`src/rtl/manager_rx_frame_if.sv`:
```
// Receive-frame bus between the UART receiver, the frame assembler and the
// command manager.
//   RS_DATAOUT/RS_DONE         : received byte and its one-cycle strobe
//   frame_valid/cmd_rx/addr_rx/
//   data_rx                    : last good frame and its one-cycle pulse
//   frame_err/err_code         : discard pulse and held cause (01 csum, 10 timeout)
//   busy                       : a frame is partly received
// slave = frame assembler side, master = byte source / frame consumer side.
interface manager_rx_frame_if #(
   parameter int ADDR_BYTES = 1,
   parameter int DATA_BYTES = 1
);
   logic [7:0]              RS_DATAOUT;
   logic                    RS_DONE;
   logic                    frame_valid;
   logic [7:0]              cmd_rx;
   logic [8*ADDR_BYTES-1:0] addr_rx;
   logic [8*DATA_BYTES-1:0] data_rx;
   logic                    frame_err;
   logic [1:0]              err_code;
   logic                    busy;

   modport slave (
      input  RS_DATAOUT, RS_DONE,
      output frame_valid, cmd_rx, addr_rx, data_rx, frame_err, err_code, busy
   );

   modport master (
      output RS_DATAOUT, RS_DONE,
      input  frame_valid, cmd_rx, addr_rx, data_rx, frame_err, err_code, busy
   );
endinterface

```
`src/rtl/manager_rx_frame.sv`:
```
// Receive-frame assembler: cmd byte, ADDR_BYTES address bytes, DATA_BYTES data
// bytes and an optional XOR checksum byte, with an inter-byte timeout.
// Only complete, good frames update cmd_rx/addr_rx/data_rx.
// Ports:
//   CLK_50MHZ : system clock (rising edge)
//   RST_N     : asynchronous active-low reset
//   bus       : manager_rx_frame_if.slave (byte strobe in, frame/error out)
//
// state  | meaning
// S_CMD  | idle, waiting for the command byte
// S_ADDR | collecting address bytes
// S_DATA | collecting data bytes
// S_CSUM | waiting for the checksum byte
module manager_rx_frame #(
   parameter int ADDR_BYTES     = 1,
   parameter int DATA_BYTES     = 1,
   parameter bit CHECKSUM_EN    = 1'b1,
   parameter int TIMEOUT_CYCLES = 50000
) (
   input  logic                  CLK_50MHZ,
   input  logic                  RST_N,
   manager_rx_frame_if.slave     bus
);

   localparam int AW   = 8 * ADDR_BYTES;
   localparam int DW   = 8 * DATA_BYTES;
   localparam int MAXB = (ADDR_BYTES > DATA_BYTES) ? ADDR_BYTES : DATA_BYTES;
   localparam int BCW  = (MAXB > 1) ? $clog2(MAXB) : 1;
   localparam int TW   = (TIMEOUT_CYCLES > 1) ? $clog2(TIMEOUT_CYCLES) : 1;

   localparam logic [BCW-1:0] ADDR_LAST = BCW'(ADDR_BYTES - 1);
   localparam logic [BCW-1:0] DATA_LAST = BCW'(DATA_BYTES - 1);
   localparam logic [TW-1:0]  T_LAST    =
      TW'((TIMEOUT_CYCLES > 0) ? (TIMEOUT_CYCLES - 1) : 0);

   typedef enum logic [1:0] {
      S_CMD  = 2'd0,
      S_ADDR = 2'd1,
      S_DATA = 2'd2,
      S_CSUM = 2'd3
   } state_t;

   state_t          state_q, state_d;
   logic [BCW-1:0]  bcnt_q, bcnt_d;
   logic [TW-1:0]   tcnt_q, tcnt_d;
   logic [7:0]      csum_q, csum_d;
   logic [7:0]      cmd_sh_q, cmd_sh_d;
   logic [AW-1:0]   addr_sh_q, addr_sh_d;
   logic [DW-1:0]   data_sh_q, data_sh_d;
   logic [7:0]      cmd_q, cmd_d;
   logic [AW-1:0]   addr_q, addr_d;
   logic [DW-1:0]   data_q, data_d;
   logic            fv_q, fv_d;
   logic            fe_q, fe_d;
   logic [1:0]      code_q, code_d;
   logic            commit;

   logic            done;
   logic [7:0]      rx_byte;

   assign done    = bus.RS_DONE;
   assign rx_byte = bus.RS_DATAOUT;

   always_comb begin
      state_d   = state_q;
      bcnt_d    = bcnt_q;
      tcnt_d    = tcnt_q;
      csum_d    = csum_q;
      cmd_sh_d  = cmd_sh_q;
      addr_sh_d = addr_sh_q;
      data_sh_d = data_sh_q;
      cmd_d     = cmd_q;
      addr_d    = addr_q;
      data_d    = data_q;
      fv_d      = 1'b0;
      fe_d      = 1'b0;
      code_d    = code_q;
      commit    = 1'b0;

      case (state_q)
         S_CMD: begin
            if (done) begin
               cmd_sh_d  = rx_byte;
               addr_sh_d = '0;
               data_sh_d = '0;
               csum_d    = rx_byte;
               bcnt_d    = '0;
               state_d   = S_ADDR;
            end
         end
         S_ADDR: begin
            if (done) begin
               // Shift-left insert keeps the first received byte as the MSB.
               addr_sh_d = (addr_sh_q << 8) | AW'(rx_byte);
               csum_d    = csum_q ^ rx_byte;
               if (bcnt_q == ADDR_LAST) begin
                  bcnt_d  = '0;
                  state_d = S_DATA;
               end else begin
                  bcnt_d = bcnt_q + 1'b1;
               end
            end
         end
         S_DATA: begin
            if (done) begin
               data_sh_d = (data_sh_q << 8) | DW'(rx_byte);
               csum_d    = csum_q ^ rx_byte;
               if (bcnt_q == DATA_LAST) begin
                  bcnt_d = '0;
                  if (CHECKSUM_EN) begin
                     state_d = S_CSUM;
                  end else begin
                     commit = 1'b1;
                  end
               end else begin
                  bcnt_d = bcnt_q + 1'b1;
               end
            end
         end
         S_CSUM: begin
            if (done) begin
               if (rx_byte == csum_q) begin
                  commit = 1'b1;
               end else begin
                  fe_d      = 1'b1;
                  code_d    = 2'b01;
                  state_d   = S_CMD;
                  cmd_sh_d  = '0;
                  addr_sh_d = '0;
                  data_sh_d = '0;
               end
            end
         end
         default: state_d = S_CMD;
      endcase

      // Inter-byte timeout; a strobe in the expiry cycle wins over the timeout.
      if (state_q != S_CMD) begin
         if (done) begin
            tcnt_d = '0;
         end else if (TIMEOUT_CYCLES > 0) begin
            if (tcnt_q == T_LAST) begin
               tcnt_d    = '0;
               fe_d      = 1'b1;
               code_d    = 2'b10;
               state_d   = S_CMD;
               bcnt_d    = '0;
               cmd_sh_d  = '0;
               addr_sh_d = '0;
               data_sh_d = '0;
            end else begin
               tcnt_d = tcnt_q + 1'b1;
            end
         end
      end

      // Commit uses the next-state shadows so the final byte is included.
      if (commit) begin
         cmd_d   = cmd_sh_d;
         addr_d  = addr_sh_d;
         data_d  = data_sh_d;
         fv_d    = 1'b1;
         state_d = S_CMD;
      end
   end

   always_ff @(posedge CLK_50MHZ or negedge RST_N) begin
      if (!RST_N) begin
         state_q   <= S_CMD;
         bcnt_q    <= '0;
         tcnt_q    <= '0;
         csum_q    <= '0;
         cmd_sh_q  <= '0;
         addr_sh_q <= '0;
         data_sh_q <= '0;
         cmd_q     <= '0;
         addr_q    <= '0;
         data_q    <= '0;
         fv_q      <= 1'b0;
         fe_q      <= 1'b0;
         code_q    <= '0;
      end else begin
         state_q   <= state_d;
         bcnt_q    <= bcnt_d;
         tcnt_q    <= tcnt_d;
         csum_q    <= csum_d;
         cmd_sh_q  <= cmd_sh_d;
         addr_sh_q <= addr_sh_d;
         data_sh_q <= data_sh_d;
         cmd_q     <= cmd_d;
         addr_q    <= addr_d;
         data_q    <= data_d;
         fv_q      <= fv_d;
         fe_q      <= fe_d;
         code_q    <= code_d;
      end
   end

   assign bus.frame_valid = fv_q;
   assign bus.frame_err   = fe_q;
   assign bus.cmd_rx      = cmd_q;
   assign bus.addr_rx     = addr_q;
   assign bus.data_rx     = data_q;
   assign bus.err_code    = code_q;
   assign bus.busy        = (state_q != S_CMD);

endmodule

```
`src/flat_wrapper.sv`:
```
// flat-port wrapper written by rule: the top's interface ports become plain ports
module manager_rx_frame_flat 
#(
   parameter int ADDR_BYTES     = 1,
   parameter int DATA_BYTES     = 1,
   parameter bit CHECKSUM_EN    = 1'b1,
   parameter int TIMEOUT_CYCLES = 50000
)
  (CLK_50MHZ, RST_N, bus_RS_DATAOUT, bus_RS_DONE, bus_frame_valid, bus_cmd_rx, bus_addr_rx, bus_data_rx, bus_frame_err, bus_err_code, bus_busy);
  manager_rx_frame_if #(.ADDR_BYTES(ADDR_BYTES), .DATA_BYTES(DATA_BYTES)) bus_i ();
  input  logic CLK_50MHZ;
  input  logic RST_N;
  input wire logic [$bits(bus_i.RS_DATAOUT)-1:0] bus_RS_DATAOUT;
  input wire logic [$bits(bus_i.RS_DONE)-1:0] bus_RS_DONE;
  output wire logic [$bits(bus_i.frame_valid)-1:0] bus_frame_valid;
  output wire logic [$bits(bus_i.cmd_rx)-1:0] bus_cmd_rx;
  output wire logic [$bits(bus_i.addr_rx)-1:0] bus_addr_rx;
  output wire logic [$bits(bus_i.data_rx)-1:0] bus_data_rx;
  output wire logic [$bits(bus_i.frame_err)-1:0] bus_frame_err;
  output wire logic [$bits(bus_i.err_code)-1:0] bus_err_code;
  output wire logic [$bits(bus_i.busy)-1:0] bus_busy;
  assign bus_i.RS_DATAOUT = bus_RS_DATAOUT;
  assign bus_i.RS_DONE = bus_RS_DONE;
  assign bus_frame_valid = bus_i.frame_valid;
  assign bus_cmd_rx = bus_i.cmd_rx;
  assign bus_addr_rx = bus_i.addr_rx;
  assign bus_data_rx = bus_i.data_rx;
  assign bus_frame_err = bus_i.frame_err;
  assign bus_err_code = bus_i.err_code;
  assign bus_busy = bus_i.busy;
  manager_rx_frame #(.ADDR_BYTES(ADDR_BYTES), .DATA_BYTES(DATA_BYTES), .CHECKSUM_EN(CHECKSUM_EN), .TIMEOUT_CYCLES(TIMEOUT_CYCLES)) u_core (.CLK_50MHZ(CLK_50MHZ), .RST_N(RST_N), .bus(bus_i));
endmodule
```
`config.mk`:
```
export PLATFORM = sky130hd
export DESIGN_NAME = manager_rx_frame_flat
export DESIGN_NICKNAME = d
export VERILOG_FILES = /design/src/rtl/manager_rx_frame_if.sv /design/src/rtl/manager_rx_frame.sv /design/src/flat_wrapper.sv
export SDC_FILE = /design/constraint.sdc
export NUM_CORES = 1
export LEC_CHECK = 0
export CORE_UTILIZATION = 50
export DETAILED_ROUTE_END_ITERATION = 10
export GPL_ROUTABILITY_DRIVEN = 0
export MAX_ROUTING_LAYER = met4
export PLACE_DENSITY = 0.72
export SLEW_MARGIN = 20
export SYNTH_ARGS = -nofsm -noshare
export SYNTH_HDL_FRONTEND = slang
export SYNTH_SLANG_ARGS = --single-unit
```
`constraint.sdc`:
```
create_clock -name CLK_50MHZ -period 2.8 [get_ports CLK_50MHZ]
set_input_delay 0.56 -clock CLK_50MHZ [delete_from_list [all_inputs] [get_ports CLK_50MHZ]]
set_output_delay 0.56 -clock CLK_50MHZ [all_outputs]
set_load 0.05 [all_outputs]
```
## Word level (Yosys, flattened, before mapping)

Cells that the tools add are included.

| operators by class | value |
|---|---|
| add/sub/neg operators | 2 |
| equality and inequality tests | 7 |
| multiplexer cells | 63 |
| bitwise operators | 1 |
| reduce and logical (&&, ||, !) cells | 5 |

Operator list:

| cell | number |
|---|---|
| 8-bit two-way mux | 22 |
| 8-bit one-hot mux with 3 select lines | 2 |
| 2-bit two-way mux | 17 |
| 16-bit two-way mux | 2 |
| 8-bit one-hot mux with 2 select lines | 2 |
| 16-bit by 1-bit adder with 16-bit output (second input constant) | 1 |
| 16-bit equality test (second input constant) | 1 |
| 1-bit two-way mux | 16 |
| 8-bit equality test | 1 |
| 2-bit one-hot mux with 4 select lines | 1 |
| 8-bit XOR | 1 |
| 2-bit equality test (second input constant) | 2 |
| 2-bit nonzero test | 2 |
| 3-bit AND reduction | 1 |
| 2-bit by 1-bit equality test with 1-bit output (second input constant) | 1 |
| 2-bit zero test | 1 |
| 2-bit by 1-bit inequality test with 1-bit output (second input constant) | 1 |
| 2-bit inequality test (second input constant) | 1 |
| 1-bit one-hot mux with 2 select lines | 1 |
| 2-bit OR reduction | 1 |
| 1-bit adder (second input constant) | 1 |

| storage, ports and cells | value |
|---|---|
| register bits | 79 |
| input bits | 11 |
| output and inout port bits | 29 |
| word-level logic and storage cells | 91 |

## Depth between registers and ports, before layout

| depth | value |
|---|---|
| word-level depth | 8 |
| mapped depth | 8 |
| depth with buffers taken out | 7 |

## Least setup slack after synthesis

No wires, ideal clock.

| path | value |
|---|---|
| path type | register to register |
| start point | register u_core.state_q[0] |
| end point | register u_core.cmd_sh_q[0] |
| library setup time | 0.122 ns |
| arrival time | 1.953 ns |
| required time | 2.678 ns |
| slack | 0.725 ns |
| stages on the path, launching flop included | 8 |
| path buffers | 1 |
| clock period less this slack | 2.075 ns |
| cell sequence | dfrtp_1 -> inv_1 -> ha_1 -> inv_1 -> nor2_1 -> or3_1 -> buf_1 -> a32o_1 |

| on the way | value |
|---|---|
| elaborated cells between the ends (all ways) | 7 |
| those cells by class | 1 x eq/ne; 4 x mux; 2 x reduce/logical |

RTL lines:

| element | RTL line | source |
|---|---|---|
| from (decl) | manager_rx_frame.sv:43 | `state_t state_q, state_d;` |
| from (signal assigned) | manager_rx_frame.sv:183 | `state_q <= state_d;` |
| 2-bit nonzero test | n/a |  |
| named net bus_busy | flat_wrapper.sv:21 | `output wire logic [$bits(bus_i.busy)-1:0] bus_busy;` |
| 8-bit two-way mux | manager_rx_frame.sv:138 | `if (state_q != S_CMD) begin` |
| named net u_core.cmd_sh_d[0] | manager_rx_frame.sv:47 | `logic [7:0] cmd_sh_q, cmd_sh_d;` |
| to (signal assigned) | manager_rx_frame.sv:187 | `cmd_sh_q <= cmd_sh_d;` |
| to (decl) | manager_rx_frame.sv:47 |  |

The timed path passes the listed nets, and every way through them passes these cells.
A chain may end at the register's enable or synchronous reset.

## Worst setup path in the final report

| path | value |
|---|---|
| start point | register u_core.state_q[1] |
| end point | output port bus_busy |

| on the way | value |
|---|---|
| longest elaborated chain between the ends | 1 |

Ends and longest elaborated chain:

| element | RTL line | source |
|---|---|---|
| 2-bit nonzero test | manager_rx_frame.sv:205 | `assign bus.busy = (state_q != S_CMD);` |
| to (decl) | flat_wrapper.sv:21 |  |

Every way passes these cells.

==> impl_metrics.csv <==
group,metric,value,unit
worst_setup_path,critPathKind,"flip-flop to output pin",
grt,grt_usage,23.6,%
worst_setup_path,cp.arrival,1980,ps
sta,finalMaxSlewViolations,0,
cells_and_area,nets,451,
cells_and_area,diodes,0,
worst_setup_path,critical_path.max_fanout,16,
pwr,powerDensity,852,nW/um2
sta,setup_viol_count_final,0,
sta,finalHoldViolations,0,
sta,setup_ws,264,ps
worst_setup_path,critPathSlowestCell,"ha_1",
pwr,power,3.87,mW
clock_network,cts_resized,0,
clock_network,insertion_delay,360,ps
logic_synthesis,synth-warning-count,0,
logic_synthesis,synth.avg_cell_area,9.75,um2
floorplanning,die_x,89.4,um
worst_setup_path,endpoint_kind,"output pin",
logic_synthesis,synth_compound_area_share,19.0,%
sta,tightestPinTransition,689,ps
sta,slew_headroom,54.1,%
floorplanning,start_util,52.1,%
floorplanning,core_region_area,7330,um2
routing,firstDrtPassIters,4,
pwr,max-vdd-ir-drop,573,uV
logic_synthesis,synth_mux_area_share,0.262,%
routing,post_drt_wl_per_cell,15.1,um
logic_synthesis,synth_adder_area_share,1.96,%
routing,route.detailed.drc,0,
worst_setup_path,crit_top_cell,"inv_1",
grt,grt_pass1_vias,2824,
placed_design,place_inst,522,
cells_and_area,area_growth,19.0,%
placed_design,place_area,4350,um2
worst_setup_path,path_cells,"inv_1, ha_1, inv_1, buf_4",
status,status,"finished clean",
floorplanning,die-area,8000,um2
logic_synthesis,synthSimpleGateAreaFrac,17.8,%
worst_setup_path,cp-start-kind,"flip-flop",
clock_network,cts_setup_buffers,0,
logic_synthesis,synthXorXnorAreaFrac,4.58,%
worst_setup_path,crit_required,2240,ps
routing,drtAntennaViolNets,0,
logic_synthesis,netlist_area,3820,um2
pwr,p_leak,2.02,nW
cells_and_area,instances_no_fill,538,
routing,num_vias,3003,
worst_setup_path,critical_path_buf_inv_count,3,
placed_design,dp_hpwl,5710,um
floorplanning,num_rows,31,
sta,rsz0062_at_grt,"false",
clock_network,clk_pin_slew,80,ps
cells_and_area,fill_cells,616,
clock_network,cts_tree,"yes",
routing,totalWireLength,8110,um
sta,max_freq,0.394,GHz
cells_and_area,design_area,4550,um2
logic_synthesis,synth_cell_types,47,
routing,viasPerCell,5.58,
logic_synthesis,synth_edf_count,0,
run,drv_cap,0,
floorplanning,die_y,89.4,um
logic_synthesis,ys.flop_type,"dfrtp_1",
routing,drtIter0Drc,179,
sta,tns,0,ps
sta,period_needed,2540,ps
grt,grt_pass1_wl,13600,um
logic_synthesis,async_flop_share,100,%
floorplanning,ios,40,
sta,fin_crit_sh,90.6,%
clock_network,numCtsBuffers,9,
worst_setup_path,critPathTopFamily,"buffers and inverters",
sta,clock_skew,13.9,ps
placed_design,dpl_worst_slack,297,ps
logic_synthesis,syn-num-nets,409,
logic_synthesis,yosys_register_bits,79,
clock_network,clk_path_buf_depth,2,
logic_synthesis,synth_top_family_by_area,"compound AO/OA/AOI/OAI gates",
clock_network,cts_root_buffer,"clkbuf_8",
grt,antenna_found_initial,0,
clock_network,clock-sinks,79,
hold_path,hp-class,"primary input to async pin",
logic_synthesis,synthCells,392,
grt,overflow,0,
cells_and_area,drive_above_1_share,10.7,%
logic_synthesis,seq_area_frac_synth,51.7,%
grt,grt_max_degree,80,
clock_network,ctsHoldBuffers,0,
worst_setup_path,crit_path_max_incr_delay,520,ps
clock_network,cts_max_level,3,
placed_design,io_buffer_count,39,
==> cell usage in the layout, fill, tap and decap left out, types with 6 or more instances in the layout <==
| cell type | count |
|---|---|
| a32oi_1 | 6 |
| a21o_1 | 6 |
| a22o_1 | 6 |
| o22ai_1 | 7 |
| a32o_1 | 6 |
| clkbuf_8 | 10 |
| nand3_1 | 15 |
| nor2_1 | 65 |
| ha_1 | 6 |
| a21oi_1 | 48 |
| nand2_1 | 23 |
| a31oi_1 | 6 |
| clkdlybuf4s50_1 | 37 |
| dfrtp_1 | 79 |
| a22oi_1 | 13 |
| buf_4 | 19 |
| xor2_1 | 16 |
| o21ai_0 | 9 |
| inv_1 | 10 |
==> layout make-up <==
cell class              instances  area [um2]  area share (%)
clock buffers                  11         141            3.11
clock inverters                 5        56.3            1.24
inverters                      10        37.5           0.826
multi-input cells             276        1670            36.7
flip-flops and latches         79        1980            43.5
well taps                      99         124            2.72
repair buffers                 58         544            12.0
==> state kept, by name, summed over array words and instances, names as in the netlist <==
signal and flops:
u_core.tcnt_q 16, u_core.addr_sh_q 8, u_core.bus.addr_rx 8, u_core.bus.cmd_rx 8, u_core.bus.data_rx 8, u_core.cmd_sh_q 8
u_core.csum_q 8, u_core.data_sh_q 8, u_core.bus.err_code 2, u_core.state_q 2, u_core.bcnt_q 1, u_core.bus.frame_err 1
u_core.bus.frame_valid 1
==> cell families (layout without fill, tap and decap cells) <==
family | Yosys count | count (layout)
XOR/XNOR | 20 | 20
AO/OA/AOI/OAI | 113 | 113
flip-flops | 79 | 79
adder cells (fa/ha/maj) | 6 | 6
buffers and inverters | 37 | 84
multiplexers | 1 | 1
AND/OR/NAND/NOR | 136 | 136
==> power breakdown <==
group          internal [mW]  total [mW]  switching (mW)  leakage (nW)
clock                  0.437       0.856           0.419        0.0997
combinational          0.551        1.51           0.962         0.855
sequential              1.34        1.50           0.164          1.07
total                   2.33        3.87            1.55          2.02
==> cells in the mapped netlist, drive strengths merged, types with 2 or more instances <==
cell type  count  area (um2)
xor2          16         140
a22o           6        52.6
ha             6        75.1
a32oi          6        52.6
inv           10        37.5
nand4          5        31.3
nand2         24        92.6
a21oi         48         240
buf           13        87.6
and3           3        18.8
nor2b          2        12.5
o2bb2ai        2        17.5
xnor2          4        35.0
o21ai          9        45.0
a32o           6        60.1
nand4b         3        26.3
nor3b          2        15.0
a31oi          6        37.5
clkbuf        14        52.6
nor4           3        46.3
o22ai          7        43.8
or3            2        12.5
nand3         15        75.1
a22oi         13        97.6
nor4b          3        38.8
a21o           6        45.0
dfrtp         79        1980
nor3           3        20.0
nor2          65         244
==> path summary, 6_finish.rpt <==
kind | depth (start not counted) | slack (ps) | startpoint | to
worst min register to register | 1 | 480 | u_core.bus.err_code[1] | u_core.bus.err_code[1]
worst max-delay path | 4 | 260 | u_core.state_q[1] | bus_busy
max in group asynchronous | 1 | 2100 | RST_N | u_core.cmd_sh_q[5]
min in group CLK_50MHZ | 1 | 480 | u_core.bus.err_code[1] | u_core.bus.err_code[1]
worst min-delay path | 1 | 230 | RST_N | u_core.tcnt_q[7]
worst max register to register | 8 | 410 | u_core.state_q[0] | u_core.csum_q[2]
==> stage by stage <==
step	util, %	hold WS, ps
6_report	62.0	230
3_3_place_gp	59.3	459
4_1_cts	62.0	400
3_5_place_dp	59.3	465
2_1_floorplan	-	264
5_1_grt	62.0	300
==> worst register-to-register path: stages (launching register included) <==
cell and delay (ps):
dfrtp_1 440, inv_1 110, ha_1 400, or2_2 350, a21oi_1 290, buf_4 240
nand2_1 200, o22ai_1 190, nor2_1 60
==> metal layers <==
layer  global-route usage [%]  wire (um)
met1                     31.7       3770
met2                     35.6       3840
met4                     9.67        144
met5                        -          0
met3                     4.06        353
Note: power is estimated with default switching activity, not from simulation.
